==> src/rtl/gate3_test_seq.sv <==
`default_nettype none
// ============================================================================
// Module      : gate3_test_seq
// Description : Sequences all eight input vectors through a 3-input gate and
//               checks its output against an expected truth table.
// Revision    : 1.0 - initial release
// ============================================================================
module gate3_test_seq #(
  parameter int unsigned SETTLE    = 2,
  parameter logic [7:0]  EXPECT_TT = 8'h80
) (
  input  logic       CLK,
  input  logic       RST_N,
  input  logic       START,
  input  logic       ABORT,
  input  logic       O,
  output logic [2:0] DRV,
  output logic       BUSY,
  output logic       DONE,
  output logic       PASS,
  output logic [3:0] ERR_CNT,
  output logic       FAIL_VLD,
  output logic [2:0] FAIL_VEC
);

  localparam logic [3:0] c_settle  = SETTLE[3:0];
  localparam logic [3:0] c_err_max = 4'd8;

  typedef enum logic [1:0] {
    S_IDLE     = 2'd0,
    S_DRIVE    = 2'd1,
    S_DONE_ST  = 2'd2,
    S_ABORT_ST = 2'd3
  } state_t;

  state_t     state_q;
  logic [2:0] vec_q;
  logic [3:0] cnt_q;
  logic [2:0] drv_q;
  logic       busy_q;
  logic       done_q;
  logic       pass_q;
  logic [3:0] err_q;
  logic       fvld_q;
  logic [2:0] fvec_q;

  logic       w_mismatch;
  logic [3:0] err_d;

  assign w_mismatch = (O != EXPECT_TT[vec_q]);
  // Saturating count of mismatches including the compare happening this cycle.
  assign err_d = (w_mismatch && (err_q != c_err_max)) ? err_q + 4'd1 : err_q;

  always_ff @(posedge CLK) begin
    if (!RST_N) begin
      state_q <= S_IDLE;
      vec_q   <= 3'd0;
      cnt_q   <= 4'd0;
      drv_q   <= 3'd0;
      busy_q  <= 1'b0;
      done_q  <= 1'b0;
      pass_q  <= 1'b0;
      err_q   <= 4'd0;
      fvld_q  <= 1'b0;
      fvec_q  <= 3'd0;
    end else begin
      done_q <= 1'b0;
      case (state_q)
        S_IDLE: begin
          if (START && !ABORT) begin
            state_q <= S_DRIVE;
            vec_q   <= 3'd0;
            cnt_q   <= 4'd0;
            drv_q   <= 3'd0;
            busy_q  <= 1'b1;
            pass_q  <= 1'b0;
            err_q   <= 4'd0;
            fvld_q  <= 1'b0;
            fvec_q  <= 3'd0;
          end
        end
        S_DRIVE: begin
          if (ABORT) begin
            state_q <= S_ABORT_ST;
            drv_q   <= 3'd0;
            busy_q  <= 1'b0;
            pass_q  <= 1'b0;
          end else if (cnt_q == c_settle) begin
            err_q <= err_d;
            if (w_mismatch && !fvld_q) begin
              fvld_q <= 1'b1;
              fvec_q <= vec_q;
            end
            if (vec_q == 3'd7) begin
              state_q <= S_DONE_ST;
              drv_q   <= 3'd0;
              busy_q  <= 1'b0;
              done_q  <= 1'b1;
              pass_q  <= (err_d == 4'd0);
            end else begin
              vec_q <= vec_q + 3'd1;
              drv_q <= vec_q + 3'd1;
              cnt_q <= 4'd0;
            end
          end else begin
            cnt_q <= cnt_q + 4'd1;
          end
        end
        S_DONE_ST: begin
          state_q <= S_IDLE;
        end
        S_ABORT_ST: begin
          state_q <= S_IDLE;
        end
        default: begin
          state_q <= S_IDLE;
          drv_q   <= 3'd0;
          busy_q  <= 1'b0;
        end
      endcase
    end
  end

  assign DRV      = drv_q;
  assign BUSY     = busy_q;
  assign DONE     = done_q;
  assign PASS     = pass_q;
  assign ERR_CNT  = err_q;
  assign FAIL_VLD = fvld_q;
  assign FAIL_VEC = fvec_q;

endmodule
`default_nettype wire
==> config.mk <==
export PLATFORM = sky130hd
export DESIGN_NAME = gate3_test_seq
export DESIGN_NICKNAME = d
export VERILOG_FILES = /design/src/rtl/gate3_test_seq.sv
export SDC_FILE = /design/constraint.sdc
export NUM_CORES = 1
export LEC_CHECK = 0
export ABC_CLOCK_PERIOD_IN_PS = 2000
export BUFFER_PORTS_ARGS = -buffer_cell sky130_fd_sc_hd__clkbuf_2
export CORE_ASPECT_RATIO = 0.5
export CORE_MARGIN = 2
export CORE_UTILIZATION = 25
export DETAILED_ROUTE_END_ITERATION = 6
export MAX_ROUTING_LAYER = met4
export PLACE_DENSITY = 0.52
export SLEW_MARGIN = 30
export SYNTH_ARGS = -nofsm -noshare
export SYNTH_HDL_FRONTEND = slang
export SYNTH_SLANG_ARGS = --single-unit
==> constraint.sdc <==
create_clock -name CLK -period 2 [get_ports CLK]
set_input_delay 0 -clock CLK [delete_from_list [all_inputs] [get_ports CLK]]
set_output_delay 0 -clock CLK [all_outputs]
set_load 0.01 [all_outputs]
After elaboration in Yosys (flattened, before gate mapping):

Memories as Yosys holds them, arrays and structs flattened. A register that Yosys moved wholly into a read port is not among the register bits.
Cells that the tools add are included.

* word-level logic and storage cells: 95
* bits in writable memories: 0
* register bits: 23
* bits in latches: 0
* memories: 1
* ROM bits: 8
* input port bits: 5
* output and inout port bits: 14

Memories
* (name not given): depth 8, bits a word 1, rd ports 1, clocked after memory_dff 1, wr ports 0, line 50 `assign w_mismatch = (O != EXPECT_TT[vec_q]);`

* multipliers: 0
* divide/modulo/power cells: 0
* reductions and logical operators: 17
* bitwise operators: 3
* $lt $le $gt $ge: 1
* equal/unequal tests: 15
* shifts and indexed selects: 0
* mux-type cells: 45
* add/subtract/negate cells: 3

Operators by type and width (count)
* 3-bit two-way mux: 12
* 4-bit two-way mux: 7
* 3-bit case mux with 2 select lines: 3
* 4-bit case mux with 2 select lines: 2
* 1-bit two-way mux: 13
* 4-bit AND reduction: 3
* 2-bit inequality test (second input constant): 5
* 5-bit AND reduction: 2
* 3-bit inequality test (second input constant): 3
* 4-bit by 1-bit adder with 4-bit output (second input constant): 2
* 2-bit two-way mux: 4
* 1-bit case mux with 2 select lines: 3
* 2-bit case mux with 3 select lines: 1
* 3-bit AND reduction: 2
* 2-bit equality test (second input constant): 2
* 4-bit by 2-bit equality test with 1-bit output (second input constant): 1
* 4-bit zero test: 1
* 3-bit by 4-bit < comparator with 1-bit output (second input constant): 1
* 4-bit inequality test (second input constant): 1
* 4-bit OR reduction: 1
* 3-bit by 1-bit adder with 3-bit output (second input constant): 1
* 3-bit equality test (second input constant): 1
* 1-bit logical AND: 3
* 1-bit NOT: 3
* 6 further kinds: 7

Depth between registers and ports, before layout:

* word-level depth: 10
* depth in mapped cells: 6
* gate-level depth less buffers: 6

Least setup slack after synthesis:

Ideal clock, no wire load.

* path type: register to register
* start point: reg vec_q[0]
* end point: reg (tool-made name)
* library setup time: 0.070 ns
* setup slack: 0.339 ns
* period minus slack after synthesis: 1.661 ns
* cell stages (with the launch flop): 7
* required time: 1.930 ns
* path buffers: 0
* arrival time: 1.590 ns
* cells stage by stage: dfxtp_1 -> ha_1 -> ha_1 -> nor4b_4 -> o211ai_2 -> or3b_1 -> a21oi_1

RTL lines
* start, declared: line 37 `logic [2:0] vec_q;`
* start signal, assigned: line 101 `vec_q <= vec_q + 3'd1;`

==> results.md <==
* Outcome: finished clean
* Ys flop type: dfxtp_1
* CP peak stage delay at 0.39 ns
* Root Buffer: clkbuf_8
* IO Pins at 19
* First-pass GRT wire length at 5030 µm
* Post-Synthesis Mean Instance Area at 9.34 µm²
* Pleak at 0.561 nW
* GRT Total Usage at 0.115
* Placed Instances at 224
* Setup_tns at 0 ns
* GR peak layer: met2
* Final Wtd Congestion at 0.833
* Synth Area in XOR/XNOR at 0.0335
* Ys Warns at 0
* Adder-Cell Fraction of Synth Area at 0.0591
* Vias in the first global route at 1040
* Synth Area in Compound Gates at 0.204
* Post-Syn Nets at 147
* Post-CTS Setup Inserts at 0
* Fin. Hold Viols at 0
* Flop pwr share at 0.482
* Reg clk slew, reported paths at 0.09 ns
* Mux cell area share after synthesis at 0
* Die W at 105 µm
* Cell variety after synth at 46
* Initial antenna violation count at 0
* CP Capture Type: flip-flop
* Async S/R FF share, synth at 0
* Combinational share of power at 0.102
* Detailed Place HPWL at 2210 µm
* Final Critical Period at 1.80 ns
* Power per cell area at 673 nW/µm²
* Initial core utilization at 0.259
* Initial drt markers at 27
* Die Y at 54.4 µm
* Non-filler cells, final at 228
* Final period utilization at 0.899
* # hold bufs at CTS at 0
* GRT met2 Usage at 0.189
* Yosys reg bits at 24
* Hold crit path type: primary input to flip-flop
* GR Layer Usage met1 at 0.147
* Critical Path Fanout Max at 6
* Antenna-violating nets left at 0
* Post-synth EDFFs at 0
* DRC viols at 0
* Setup Skew at 0.00387 ns
* Worst EP required at 2.21 ns
* Hold Worst Slack at 0.132 ns
* Max Cap Viol at 0
* Fin util at 0.312
* Relative slew margins at 0.691
* Most frequent cells in the layout: dfxtp_1, clkbuf_2, nand2_1, nor2_1, a21oi_1
* Via count at 1082
* CP most frequent cell: ha_1
* Slowest CP cell: or3b_1
* Nets at 170
* CTS Sinks at 24
* Die area at 5700 µm²
* DR pass1 iterations at 4
* CP cell instances: ha_1 -> ha_1 -> nor4b_4 -> o211ai_2 -> or3b_1 -> a21oi_1
* Main combinational cell family by area after synthesis: simple AND/OR/NAND/NOR gates
* Largest net degree at the start of global routing at 15
* Setup Crit Path Kind: flip-flop to flip-flop
* Ant. Diodes at 0
* Pins Over Slew Limit at 0
* Sequential-to-total area share from yosys stat at 0.378
* Peak VDD IR at 0.226 mV
* FILL cells at 541
* Post-Synth Simple-Gate Area at 0.297
* GRT overflow at 0
* Clk pwr share at 0.416
* Least-Margin Pin Slew at 0.458 ns
* Met3 usage at 0.0274
* Detailed Route WL at 2920 µm
* Most common cell after layout, fill and taps aside: dfxtp_1
* H-tree Lvls at 1
* Unrepaired setup endpoints after global routing: false
* Critical Path Start Type: flip-flop
* TritonCTS clock tree: yes
* Post_cts resized at 0
* Mapped cell area at 1270 µm²
* Worst Path Arrival at 2.00 ns
* Area growth syn-to-layout at 20.6%
* NetSw at 0.238 mW
* Clock Latency Late Sink at 0.27 ns
* Core ar. at 4910 µm²
* Std cell rows at 18
* Syn Inst Count at 136
* Switching Fraction at 0.231
* CTS Buffer Depth at 2
* TritonCTS Buffers at 3
* Port bufs at 18
* Fmax achieved at 0.556 GHz
* Int Pwr at 0.793 mW
* Via/cell ratio at 4.75
* Setup violations, final at 0
* Routed wire per std cell at 12.8 µm
* Critical path buffer and inverter count at 0
* Share of cells above drive strength 1 at 0.234
* Delay-heaviest family, CP: simple AND/OR/NAND/NOR gates
-- final timing paths --
| check | startpoint | endpoint | slack (ns) | cells after the start |
|---|---|---|---|---|
| worst min register to register | DRV[1] | DRV[1] | 0.46 | 2 |
| worst max-delay path | vec_q[0] | flip-flop | 0.20 | 6 |
| worst max register to register | vec_q[0] | flip-flop | 0.20 | 6 |
| worst min-delay path | O | ERR_CNT[0] | 0.13 | 4 |
-- per-stage QoR --
step	setup slack, ns	area, µm²	power (mW)
after floorplan	0.339	1270	0.580
after global placement	0.226	1460	0.612
after detailed placement	0.219	1460	0.612
after CTS	0.203	1530	1.05
after global routing	0.0348	1530	1.08
final	0.202	1530	1.03
-- cell type report --
type                    instances  area [µm²]  area share
clock inverters                 1        30.0      0.0196
repair buffers                 22         120      0.0784
well taps                      70        87.6      0.0572
multi-input cells             103         753       0.492
inverters                       5        18.8      0.0123
clock buffers                   3        41.3      0.0270
flip-flops and latches         24         480       0.314
-- power groups by stage --
stage	combinational (mW)	clock, mW	sequential, mW
3_3_place_gp	0.105	0	0.507
4_1_cts	0.105	0.447	0.497
2_1_floorplan	0.0757	0	0.504
3_5_place_dp	0.105	0	0.508
6_report	0.105	0.429	0.497
5_1_grt	0.116	0.465	0.499
-- worst register-to-register path, stage by stage, from the launching register on --
cell and delay (ns):
dfxtp_1 0.36, ha_1 0.21, ha_1 0.23, nor4b_4 0.24, o211ai_2 0.15, or3b_1 0.39, a21oi_1 0.14
-- flip-flops by register name (all words and copies together) (netlist names), named ones only --
register  flops
cnt_q         4
ERR_CNT       4
state_q       2
FAIL_VEC      3
vec_q         3
DRV           3
FAIL_VLD      1
DONE          1
BUSY          1
PASS          1
-- synth_stat cells, types with 2 or more instances --
cell      count  area share
a32o_1        3       0.024
clkbuf_1      2      0.0059
nor2b_1       3       0.015
a31oi_1       2      0.0099
o21ai_0       4       0.016
nand2b_1      3       0.015
nor3_1        2      0.0079
xnor2_1       2       0.014
o211ai_1      2       0.012
buf_2         2      0.0079
nand4_1       3       0.015
nand3_1       5       0.020
nand2_1      12       0.035
a21oi_1       9       0.035
nand3b_1      4       0.024
nor2_1        9       0.027
a41oi_1       2       0.014
nor3b_1       2       0.012
ha_1          6       0.059
or2_1         3       0.015
a211oi_1      3       0.018
dfxtp_1      24        0.38
inv_1         5       0.015
and3_1        2      0.0099
-- metal layers --
metal  part of all wire  vias to the layer above
li1                   -                      553
met1               0.54                      504
met2               0.42                       23
met3              0.035                        2
met4             0.0065                        0
met5                  0                        -
-- cell families after synthesis --
kind of cell / count (synthesis)
AO/OA/AOI/OAI: 34
XOR/XNOR: 4
adder cells (fa/ha/maj): 6
buffers and inverters: 9
flip-flops: 24
AND/OR/NAND/NOR: 59
No activity file was read; power rests on OpenSTA's default activity.
